File: src/rtl/seg_scan_ctrl.sv
// Multiplexed seven-segment controller: load handshake, sequential binary-to-BCD conversion, scanned display.
// Optional SEG_LZB_EN enables leading-zero blanking of the upper digits.
module seg_scan_ctrl #(
    parameter int unsigned DIGITS   = 8,
    parameter int unsigned VAL_W    = 27,
    parameter int unsigned SCAN_DIV = 1024
) (
    input  logic              clk,
    input  logic              rst,
    input  logic [VAL_W-1:0]  value,
    input  logic              load,
    output logic              busy,
    output logic              ovf,
    input  logic [DIGITS-1:0] digit_en,
    input  logic [DIGITS-1:0] dp_mask,
    input  logic              power,
    output logic [7:0]        seg,
    output logic [DIGITS-1:0] an
);
    // (VAL_W+2)/3 nibbles always cover 2^VAL_W-1 since each decimal digit spans >3 bits
    localparam int unsigned BCD_N = (((VAL_W + 2) / 3) > DIGITS) ? ((VAL_W + 2) / 3) : DIGITS;
    localparam int unsigned BCD_W = BCD_N * 4;
    localparam int unsigned CNT_W = (VAL_W > 1) ? $clog2(VAL_W) : 1;
    localparam int unsigned PRE_W = (SCAN_DIV > 1) ? $clog2(SCAN_DIV) : 1;
    localparam int unsigned IDX_W = (DIGITS > 1) ? $clog2(DIGITS) : 1;

    typedef enum logic [1:0] {S_IDLE, S_CONV, S_COMMIT} state_t;

    state_t                   state_q, state_d;
    logic [CNT_W-1:0]         cnt_q, cnt_d;
    logic [VAL_W-1:0]         bin_q, bin_d;
    logic [BCD_N-1:0][3:0]    bcd_q, bcd_d, bcd_adj;
    logic [DIGITS-1:0][3:0]   buf_q, buf_d;
    logic                     busy_d, ovf_d;
    logic [PRE_W-1:0]         pre_q, pre_d;
    logic [IDX_W-1:0]         idx_q, idx_d;
    logic [7:0]               seg_d;
    logic [DIGITS-1:0]        an_d;
    logic                     lz;

    function automatic logic [6:0] dec7(input logic [3:0] d);
        case (d)
            4'd0:    return 7'b1000000;
            4'd1:    return 7'b1111001;
            4'd2:    return 7'b0100100;
            4'd3:    return 7'b0110000;
            4'd4:    return 7'b0011001;
            4'd5:    return 7'b0010010;
            4'd6:    return 7'b0000010;
            4'd7:    return 7'b1111000;
            4'd8:    return 7'b0000000;
            4'd9:    return 7'b0010000;
            default: return 7'b1111111;
        endcase
    endfunction

    // Conversion FSM: next state and datapath
    always_comb begin
        state_d = state_q;
        cnt_d   = cnt_q;
        bin_d   = bin_q;
        bcd_d   = bcd_q;
        buf_d   = buf_q;
        busy_d  = busy;
        ovf_d   = ovf;
        for (int i = 0; i < BCD_N; i++) begin
            bcd_adj[i] = (bcd_q[i] >= 4'd5) ? bcd_q[i] + 4'd3 : bcd_q[i];
        end
        case (state_q)
            S_IDLE: begin
                if (load) begin
                    bin_d   = value;
                    bcd_d   = '0;
                    cnt_d   = CNT_W'(VAL_W - 1);
                    busy_d  = 1'b1;
                    state_d = S_CONV;
                end
            end
            S_CONV: begin
                bcd_d = BCD_W'({bcd_adj, bin_q[VAL_W-1]});
                bin_d = bin_q << 1;
                if (cnt_q == '0) begin
                    state_d = S_COMMIT;
                end else begin
                    cnt_d = cnt_q - CNT_W'(1);
                end
            end
            S_COMMIT: begin
                buf_d = bcd_q[DIGITS-1:0];
                ovf_d = 1'b0;
                for (int i = DIGITS; i < BCD_N; i++) begin
                    if (bcd_q[i] != 4'd0) ovf_d = 1'b1;
                end
                busy_d  = 1'b0;
                state_d = S_IDLE;
            end
            default: state_d = S_IDLE;
        endcase
    end

    // Scan prescaler and digit index
    always_comb begin
        pre_d = pre_q + PRE_W'(1);
        idx_d = idx_q;
        if (pre_q == PRE_W'(SCAN_DIV - 1)) begin
            pre_d = '0;
            idx_d = (idx_q == IDX_W'(DIGITS - 1)) ? '0 : idx_q + IDX_W'(1);
        end
    end

    // Anode/segment drive for the current digit
    always_comb begin
        an_d  = '1;
        seg_d = '1;
        lz    = 1'b0;
`ifdef SEG_LZB_EN
        lz = (idx_q != '0) && !ovf;
        for (int i = 0; i < DIGITS; i++) begin
            if ((IDX_W'(i) >= idx_q) && (buf_q[i] != 4'd0)) lz = 1'b0;
        end
`endif
        if (power && digit_en[idx_q]) begin
            an_d[idx_q] = 1'b0;
            seg_d[7]    = ~dp_mask[idx_q];
            if (ovf) begin
                seg_d[6:0] = 7'b0111111;
            end else if (!lz) begin
                seg_d[6:0] = dec7(buf_q[idx_q]);
            end
        end
    end

    always_ff @(posedge clk or posedge rst) begin
        if (rst) begin
            state_q <= S_IDLE;
            cnt_q   <= '0;
            bin_q   <= '0;
            bcd_q   <= '0;
            buf_q   <= '0;
            busy    <= 1'b0;
            ovf     <= 1'b0;
            pre_q   <= '0;
            idx_q   <= '0;
            seg     <= '1;
            an      <= '1;
        end else begin
            state_q <= state_d;
            cnt_q   <= cnt_d;
            bin_q   <= bin_d;
            bcd_q   <= bcd_d;
            buf_q   <= buf_d;
            busy    <= busy_d;
            ovf     <= ovf_d;
            pre_q   <= pre_d;
            idx_q   <= idx_d;
            seg     <= seg_d;
            an      <= an_d;
        end
    end

endmodule

File: config.mk
export PLATFORM = sky130hd
export DESIGN_NAME = seg_scan_ctrl
export DESIGN_NICKNAME = d
export VERILOG_FILES = /design/src/rtl/seg_scan_ctrl.sv
export SDC_FILE = /design/constraint.sdc
export NUM_CORES = 1
export LEC_CHECK = 0
export ABC_CLOCK_PERIOD_IN_PS = 10760
export CAP_MARGIN = 15
export CELL_PAD_IN_SITES_DETAIL_PLACEMENT = 1
export CELL_PAD_IN_SITES_GLOBAL_PLACEMENT = 1
export CORE_MARGIN = 2
export CORE_UTILIZATION = 49
export CTS_CLUSTER_DIAMETER = 60
export DETAILED_ROUTE_END_ITERATION = 6
export GPL_ROUTABILITY_DRIVEN = 0
export PLACE_DENSITY = 0.87
export SLEW_MARGIN = 5
export SYNTH_ARGS = -nofsm -noshare
export SYNTH_HDL_FRONTEND = slang
export SYNTH_SLANG_ARGS = --single-unit
export TNS_END_PERCENT = 10
File: constraint.sdc
create_clock -name clk -period 10.76 [get_ports clk]
set_clock_uncertainty 0.1 [all_clocks]
set_input_delay 1.614 -clock clk [delete_from_list [all_inputs] [get_ports clk]]
set_output_delay 1.614 -clock clk [all_outputs]
set_load 0.05 [all_outputs]
==> results of run 1 <==
[final cells by class]
class | count | area share
sequential | 133 | 0.426
timing repair buffer | 70 | 0.0898
clock inverter | 4 | 0.00573
multi-input combinational | 406 | 0.373
tap | 176 | 0.0280
clock buffer | 26 | 0.0648
inverter | 27 | 0.0132
[state kept, by name, summed over array words and instances (netlist names)]
register	flops
bin_q	27
busy	1
cnt_q	5
idx_q	3
state_q	2
buf_q	32
pre_q	10
seg	8
bcd_q	36
ovf	1
an	8
[kinds of logic after synthesis]
family	Yosys count
AOI/OAI and AO/OA	130
xor gates and xnor gates	24
adders and majority gates	29
buffers and inverters	57
DFF	133
muxes	54
and+or+nand+nor	169
[metrics by stage]
stage / setup slack [ns] / total power [mW]
floorplan: 5.52 / 1.33
global placement: 7.09 / 1.48
detailed placement: 7.03 / 1.55
CTS: 7.27 / 2.12
global route: 7.26 / 2.26
finish: 7.30 / 2.12
[power by group]
part | total, mW | switching (mW) | leakage, nW | internal [mW]
combinational | 0.739 | 0.415 | 1.48 | 0.324
clock | 0.546 | 0.202 | 0.276 | 0.344
sequential | 0.830 | 0.149 | 1.63 | 0.681
[cell usage after synthesis, types with 6 or more instances]
cell type,n
xnor2_1,12
clkbuf_1,19
o21ai_0,27
a21oi_1,15
xor2_1,12
mux2i_1,10
nor2b_1,7
o22ai_1,10
nand3_1,9
o31ai_1,11
mux4_2,6
dfrtp_1,117
nand2b_1,15
nor2_1,41
o32ai_1,8
dfstp_2,16
ha_1,29
nand2_1,76
inv_1,27
mux2_2,35
a32o_1,9
a31oi_1,30
a22o_1,10
[placed cells by master, fill, tap and decap left out, types with 5 or more instances in the layout]
| cell | synthesis | routed |
|---|---|---|
| dfstp_2 | 16 | 16 |
| nand3_1 | 9 | 9 |
| mux2i_1 | 10 | 10 |
| o21ai_0 | 27 | 27 |
| a31oi_1 | 30 | 30 |
| o32ai_1 | 8 | 8 |
| o31ai_1 | 11 | 11 |
| buf_4 | 1 | 5 |
| nand2b_1 | 15 | 14 |
| mux4_2 | 6 | 6 |
| inv_1 | 27 | 26 |
| nor2_1 | 41 | 40 |
| mux2_2 | 35 | 35 |
| o22ai_1 | 10 | 10 |
| a22o_1 | 10 | 10 |
| ha_1 | 29 | 29 |
| dfrtp_1 | 117 | 117 |
| xnor2_1 | 12 | 12 |
| a32o_1 | 9 | 9 |
| nor2b_1 | 7 | 5 |
| nand2_1 | 76 | 76 |
| clkbuf_8 | 0 | 5 |
| a21oi_1 | 15 | 15 |
| xor2_1 | 12 | 12 |
| clkbuf_16 | 0 | 17 |
| clkdlybuf4s50_1 | 0 | 64 |
[routing by layer]
metal,vias to the layer above,track usage,wire length [um]
li1,2230,-,-
met1,2472,0.289,6650
met2,112,0.433,8530
met3,24,0.0532,615
met4,0,0.0923,318
met5,-,0,0
[worst max-delay path by stage]
stage / startpoint / depth (start not counted) / slack, ns / endpoint
2_1_floorplan: rst / 1 / 5.52 / bcd_q[0]$_DFFE_PP0P_
3_3_place_gp: rst / 3 / 7.09 / bcd_q[12]$_DFFE_PP0P_
3_5_place_dp: rst / 3 / 7.03 / pre_q[1]$_DFF_PP0_
4_1_cts: seg[5]$_DFF_PP1_ / 1 / 7.27 / seg[5]
5_1_grt: seg[5]$_DFF_PP1_ / 1 / 7.26 / seg[5]
6_report: seg[5]$_DFF_PP1_ / 1 / 7.30 / seg[5]
==> reports/qor.csv, run 1 <==
metric,value,unit
rows,42,
whs_path_depth,1,
vias_per_cell,5.75,
ys_seq_elements,133,
synth-edff-count,0,
setup_viol,0,
min-delay-start,pre_q[9]$_DFF_PP0_,
fin_area,7860,um2
syn_inst,596,
worst_pin_slew,0.870,ns
syn_area_per_cell,10.9,um2
cts_resized,0,
nFillCells,1354,
cp_cell_sequence,clkdlybuf4s50_1,
r2r_cells,7,
synth_xor_area_frac,0.0323,
synth_compound_area_frac,0.134,
cts.sinks,133,
slowest_delay,0.81,ns
diodes,0,
place_area,7280,um2
synth_flop_cell,dfrtp_1,
worst_ep_required_time,9.05,ns
r2r_end,seg[4]$_DFF_PP1_,
portBuffers,64,
slew_headroom,0.420,
rrSetupSlack,8.05,ns
yosysUniqueCellTypes,50,
hold_buffers,0,
multi_input_area,2930,um2
hold_viol,0,
synth_area,6500,um2
grtUsageTotal,0.244,
hold_slack,0.396,ns
crit_arrival,1.74,ns
start_util,0.497,
clockBufferDepth,2,
critPathKind,flop to output pin,
syn-num-nets,672,
grt_pass1_vias,5234,
drtAntennaViolNets,0,
finish.utilization,0.601,
fin_cells,842,
cellPowerDensity,269,nW/um2
register_area,3350,um2
slowest_stage,clkdlybuf4s50_1,
synth_fa_ha_area_frac,0.0558,
design.die.area,14200,um2
io_pins,65,
ys_seq_area_frac,0.515,
synth-simple-area-share,0.120,
drtIter0Drc,197,
drive_gt1_frac,0.152,
die_w,119,um
vdd_drop_max,0.109,mV
end_kind,output pin,
cts_max_level,4,
insertion_delay,0.42,ns
muxShareOfSynthArea,0.107,
status,"complete, no violations",
rsz0062_at_grt,false,
critPathMaxFanout,1,
vias,4838,
drc,0,
dpl.hpwl,10400,um
synth_top_family_by_area,compound AO/OA/AOI/OAI gates,
ys_top_cells_by_area,"dfrtp_1 45%, dfstp_2 6.5%, mux2_2 6.1%",
slew_violations,0,
firstDrtPassIters,6,
post-route-period-util,0.321,
grt_pass1_wl,27200,um
hp-class,flop to flop,
crit_path_start_kind,flop,
fin_nets,731,
grt_max_degree,80,
async_flop_share,1.00,
die_h,119,um
clk_pin_slew,0.05,ns
areaGrowthSynthToFinish,21.0,%
synth_area_leader_cell,dfrtp_1,
cts_root_buffer,clkbuf_16,
cts_tree,yes,
p_leak,3.39,nW
final.setup.tns,0,ns
hold_end,pre_q[9]$_DFF_PP0_,
path_delay_family,buffers and inverters,
fmaxAchievable,0.289,GHz
synth_top_area_frac,0.450,
synth_warnings,0,
core_area,13100,um2
routedWlPerCell,19.1,um
period_needed,3.46,ns
path_buf_inv,1,
cts-buffers-inserted,17,
drt-total-wl,16100,um
antenna_found_initial,0,
grt.overflow.total,0,
post_cts_buffers,0,
r2r-start,idx_q[2]$_DFFE_PP0N_,
cap_violations,0,
place_inst,811,
No activity file was read; power rests on OpenSTA's default activity.
==> run 2: changes to the inputs <==
ABC_CLOCK_PERIOD_IN_PS = 3000   (was 10760)
CORE_UTILIZATION = 41   (was 49)
PLACE_DENSITY = 0.78   (was 0.87)
clock period = 3 ns   (was 10.76 ns; I/O delays follow)
==> reports/qor.csv, run 2 (same netlist as run 1, synthesis figures left out) <==
metric,value,unit,change
antenna_found_initial,0,,unchanged
critPathMaxFanout,10,,+9
worst_ep_required_time,3.26,ns,-5.79 ns
drtAntennaViolNets,0,,unchanged
grt_pass1_vias,5267,,+0.63%
cap_violations,0,,unchanged
r2r-start,idx_q[1]$_DFFE_PP0N_,,
design.die.area,16900,um2,+19%
crit_path_start_kind,flop,,
clk_pin_slew,0.06,ns,about the same
final_common_cell,dfrtp_1,,
areaGrowthSynthToFinish,24.1,%,
setup_viol,0,,unchanged
rrSetupSlack,0.67,ns,-7.38 ns
drt-total-wl,15700,um,-2.4%
worst_pin_slew,0.727,ns,-0.144 ns
start_util,0.414,,-0.0831
cts-buffers-inserted,17,,unchanged
status,"complete, no violations",,
slew_headroom,0.513,,+0.0937
grtUsageTotal,0.202,,-0.0423
rsz0062_at_grt,false,,
firstDrtPassIters,4,,-2
fmaxAchievable,0.428,GHz,
period_needed,2.33,ns,
critPathKind,flop to flop,,
final.setup.tns,0,ns,unchanged
portBuffers,64,,unchanged
top_regs,"bcd_q (36), buf_q (32), bin_q (27)",,
insertion_delay,0.43,ns,about the same
vias_per_cell,5.38,,-6.3%
die_w,130,um,+9.0%
grt_max_degree,44,,-45%
crit_arrival,2.59,ns,+0.85 ns
final_cell_mix,"117 x dfrtp_1, 76 x nand2_1, 64 x clkdlybuf4s50_1",,
diodes,0,,unchanged
r2r_cells,5,,-2
fin_cells,891,,+5.8%
hold_viol,0,,unchanged
top_register,bcd_q,,
routedWlPerCell,17.7,um,-7.7%
power,7.83,mW,+270%
cts_root_buffer,clkbuf_16,,
slew_violations,0,,unchanged
fin_nets,738,,+0.96%
cts_tree,yes,,
r2r_end,seg[4]$_DFF_PP1_,,
rows,46,,+9.5%
io_pins,65,,unchanged
fin_ws,0.666,ns,-6.64 ns
hp-class,input port to async pin,,
drtIter0Drc,134,,-32%
hold_buffers,0,,unchanged
drive_gt1_frac,0.164,,+0.0128
grt.overflow.total,0,,unchanged
place_inst,859,,+5.9%
clockBufferDepth,2,,unchanged
preCtsSetupSlack,0.644,ns,-6.38 ns
vdd_drop_max,0.460,mV,+320%
dpl.hpwl,10800,um,+3.9%
die_h,130,um,+9.0%
largest_reg_flops,36,,unchanged
post-route-period-util,0.778,,
grt_pass1_wl,26400,um,-2.9%
core_area,15700,um2,+20%
vias,4795,,-0.89%
finish.utilization,0.513,,-0.0875
cts.sinks,133,,unchanged
drc,0,,unchanged
p_leak,3.46,nW,+2.0%
cts_resized,0,,unchanged
cts_max_level,4,,unchanged
cellPowerDensity,970,nW/um2,+260%
post_cts_buffers,0,,unchanged
end_kind,flop,,
[run 2: cell count changes in the layout (fill, tap and decap cells not counted), sizes merged]
cell / previous run / this run
buf: 6 / 13
bufinv: 1 / 4
clkbuf: 26 / 24
clkinv: 3 / 2
clkinvlp: 0 / 3
inv: 27 / 26
[run 2: worst max path at each step]
stage                              start              endpoint  slack [ns]
CTS                 idx_q[1]$_DFFE_PP0N_      seg[4]$_DFF_PP1_        0.68
global placement             digit_en[7]      seg[0]$_DFF_PP1_        0.73
detailed placement           digit_en[7]      seg[0]$_DFF_PP1_        0.64
global route        idx_q[1]$_DFFE_PP0N_      seg[4]$_DFF_PP1_        0.52
finish              idx_q[1]$_DFFE_PP0N_      seg[4]$_DFF_PP1_        0.67
floorplan                            rst  bcd_q[0]$_DFFE_PP0P_        0.81
[run 2: metal layers]
layer	vias to the layer above	wire, um	global-route usage
met5	-	0	0
met4	0	439	0.0898
met3	36	664	0.0492
met2	107	7930	0.346
met1	2409	6700	0.241
li1	2243	-	-
[run 2: cell type report]
| class | count | area [um2] |
|---|---|---|
| Inverter | 27 | 105 |
| Clock buffer | 24 | 492 |
| Clock inverter | 8 | 145 |
| Timing Repair Buffer | 77 | 776 |
| Fill cell | 1667 | 7650 |
| Sequential cell | 133 | 3350 |
| Tap cell | 216 | 270 |
| Multi-Input combinational cell | 406 | 2930 |
[run 2: per-stage QoR]
stage | instance area (um2) | hold slack (ns)
after detailed placement | 7430 | 0.376
after CTS | 8070 | 0.351
after global placement | 7430 | 0.359
final | 8070 | 0.352
after floorplan | 6500 | 0.339
after global routing | 8070 | 0.377
[run 2: worst max-delay path: stages, from the launching register on]
cell	delay, ns
dfrtp_1	0.61
mux4_2	0.57
mux2_4	0.32
inv_1	0.15
mux2_2	0.36
a21oi_1	0.15
[run 2: power by group]
group	switching [mW]	total [mW]	internal (mW)
sequential	0.535	2.98	2.44
combinational	1.46	2.61	1.15
clock	0.761	2.24	1.48
total	2.76	7.83	5.07
==> run 3: changes to the inputs <==
ABC_CLOCK_PERIOD_IN_PS = 1900   (was 3000)
clock period = 1.9 ns   (was 3 ns; I/O delays follow)
==> reports/qor.csv, run 3 (same netlist as run 1, synthesis figures left out) <==
metric,value,unit,change
status,"finished, violations left",,
violations,setup timing,,
top_regs,"bcd_q (36), buf_q (32), bin_q (27)",,
core_area,15700,um2,unchanged
start_util,0.414,,unchanged
routedWlPerCell,17.8,um,+0.98%
drive_gt1_frac,0.249,,+0.0841
fin_area,8240,um2,+2.1%
vdd_drop_max,0.721,mV,+57%
drt-total-wl,16300,um,+3.8%
cts-buffers-inserted,17,,unchanged
p_leak,3.57,nW,+3.3%
rows,46,,unchanged
grtUsageTotal,0.204,,+0.00218
critPathMaxFanout,3,,-7
slew_violations,0,,unchanged
insertion_delay,0.42,ns,about the same
final_common_cell,dfrtp_1,,
place_area,7580,um2,+2.1%
worst_pin_slew,0.414,ns,-0.312 ns
fin_ws,-0.122,ns,-0.788 ns
antenna_found_initial,0,,unchanged
end_kind,flop,,
slew_headroom,0.724,,+0.211
io_pins,65,,unchanged
cts_max_level,4,,unchanged
path_delay_family,multiplexers,,
vias,4888,,+1.9%
critPathKind,flop to flop,,
cellPowerDensity,1470,nW/um2,+51%
setup_viol,6,,+6
dpl.hpwl,11300,um,+4.4%
hold_buffers,0,,unchanged
design.die.area,16900,um2,unchanged
largest_reg_flops,36,,unchanged
grt_max_degree,61,,+39%
crit_arrival,2.27,ns,-0.32 ns
slowest_stage,mux4_2,,
portBuffers,64,,unchanged
slowest_delay,0.55,ns,-0.06 ns
period_needed,2.02,ns,-0.312 ns
rsz0062_at_grt,true,,
cp_cell_sequence,"mux4_2, mux2i_4, ha_1, and2_4, o21bai_4, a21oi_2",,
power,12.1,mW,+55%
drtIter0Drc,171,,+28%
firstDrtPassIters,5,,+1
p_switching,4.40,mW,+60%
grt_pass1_vias,5368,,+1.9%
crit_path_start_kind,flop,,
cts_tree,yes,,
internal_power,7.70,mW,+52%
switching_share,0.364,,+0.0113
seq_power_share,0.389,,+0.009
final_cell_mix,"116 x dfrtp_1, 74 x nand2_1, 50 x buf_4",,
hp-class,input port to async pin,,
drtAntennaViolNets,0,,unchanged
clk_pin_slew,0.06,ns,about the same
vias_per_cell,5.34,,-0.84%
worst_ep_required_time,2.15,ns,-1.11 ns
p_clk_frac,0.246,,-0.040
hold_viol,0,,unchanged
cts.sinks,133,,unchanged
grt.overflow.total,0,,unchanged
post-route-period-util,1.06,,+0.286
clockBufferDepth,2,,unchanged
fmaxAchievable,0.494,GHz,+15%
final.setup.tns,-0.583,ns,-0.583 ns
die_h,130,um,unchanged
drc,0,,unchanged
path_buf_inv,0,,-1
diodes,0,,unchanged
top_register,bcd_q,,
fin_nets,766,,+3.8%
areaGrowthSynthToFinish,26.7,%,
power_frac_comb,0.364,,+0.030
die_w,130,um,unchanged
cts_root_buffer,clkbuf_16,,
grt_pass1_wl,26800,um,+1.5%
cap_violations,0,,unchanged
==> run 3: worst paths after layout <==
kind                                       startpoint               endpoint  slack, ns  cells after the start
worst max register to register   idx_q[0]$_DFFE_PP0N_       seg[3]$_DFF_PP1_      -0.12                      6
worst min register to register  bin_q[26]$_DFFE_PP0P_   bcd_q[0]$_DFFE_PP0P_       0.39                      2
worst min-delay path                              rst  bcd_q[32]$_DFFE_PP0P_       0.23                      3
min in group clk                             value[7]   bin_q[7]$_DFFE_PP0P_       0.33                      3
worst max-delay path             idx_q[0]$_DFFE_PP0N_       seg[3]$_DFF_PP1_      -0.12                      6
max in group asynchronous                         rst        an[4]$_DFF_PP1_       1.10                      3
==> run 3: routing by layer <==
metal,GRT usage,share of wire,vias up
li1,-,-,2295
met1,0.233,0.41,2457
met2,0.378,0.53,112
met3,0.0377,0.039,24
met4,0.0778,0.021,0
met5,0,0,-
==> run 3: worst reg2reg max path: stages (launching register included) <==
cell and delay [ns]:
dfrtp_1 0.41, mux4_2 0.55, mux2i_4 0.21, ha_1 0.26, and2_4 0.14, o21bai_4 0.16, a21oi_2 0.12
==> run 3: per-stage QoR <==
stage	utilization	hold WS [ns]	setup slack, ns	std cells
2_1_floorplan	-	0.318	-0.231	596
3_3_place_gp	0.483	0.358	-0.190	882
3_5_place_dp	0.483	0.380	-0.278	882
4_1_cts	0.519	0.249	-0.132	915
5_1_grt	0.524	0.282	-0.195	916
6_report	0.524	0.229	-0.122	916
==> run 3: final cells by class <==
type,count,area [um2]
Clock buffer,23,468
Clock inverter,6,55.1
Fill cell,1688,7470
Inverter,27,108
Multi-Input combinational cell,406,3010
Sequential cell,133,3350
Tap cell,216,270
Timing Repair Buffer,105,981
==> run 3: what timing repair did <==
item | 4_1_cts | 5_1_grt
setup endpoints to repair | 12 | 13
gates resized for setup | 12 | 21
setup buffers | 4 | 1
pin swaps | 4 | 4
endpoints found under the hold margin | 0 | 0
==> run 3: power by group through the flow <==
| stage | Combinational, mW | Sequential (mW) | Clock [mW] |
|---|---|---|---|
| finish | 4.41 | 4.71 | 2.98 |
| global route | 4.90 | 4.85 | 3.15 |
| CTS | 4.37 | 4.71 | 3.02 |
| detailed placement | 4.27 | 4.74 | 0 |
| global placement | 3.93 | 4.65 | 0 |
| floorplan | 2.99 | 4.53 | 0 |
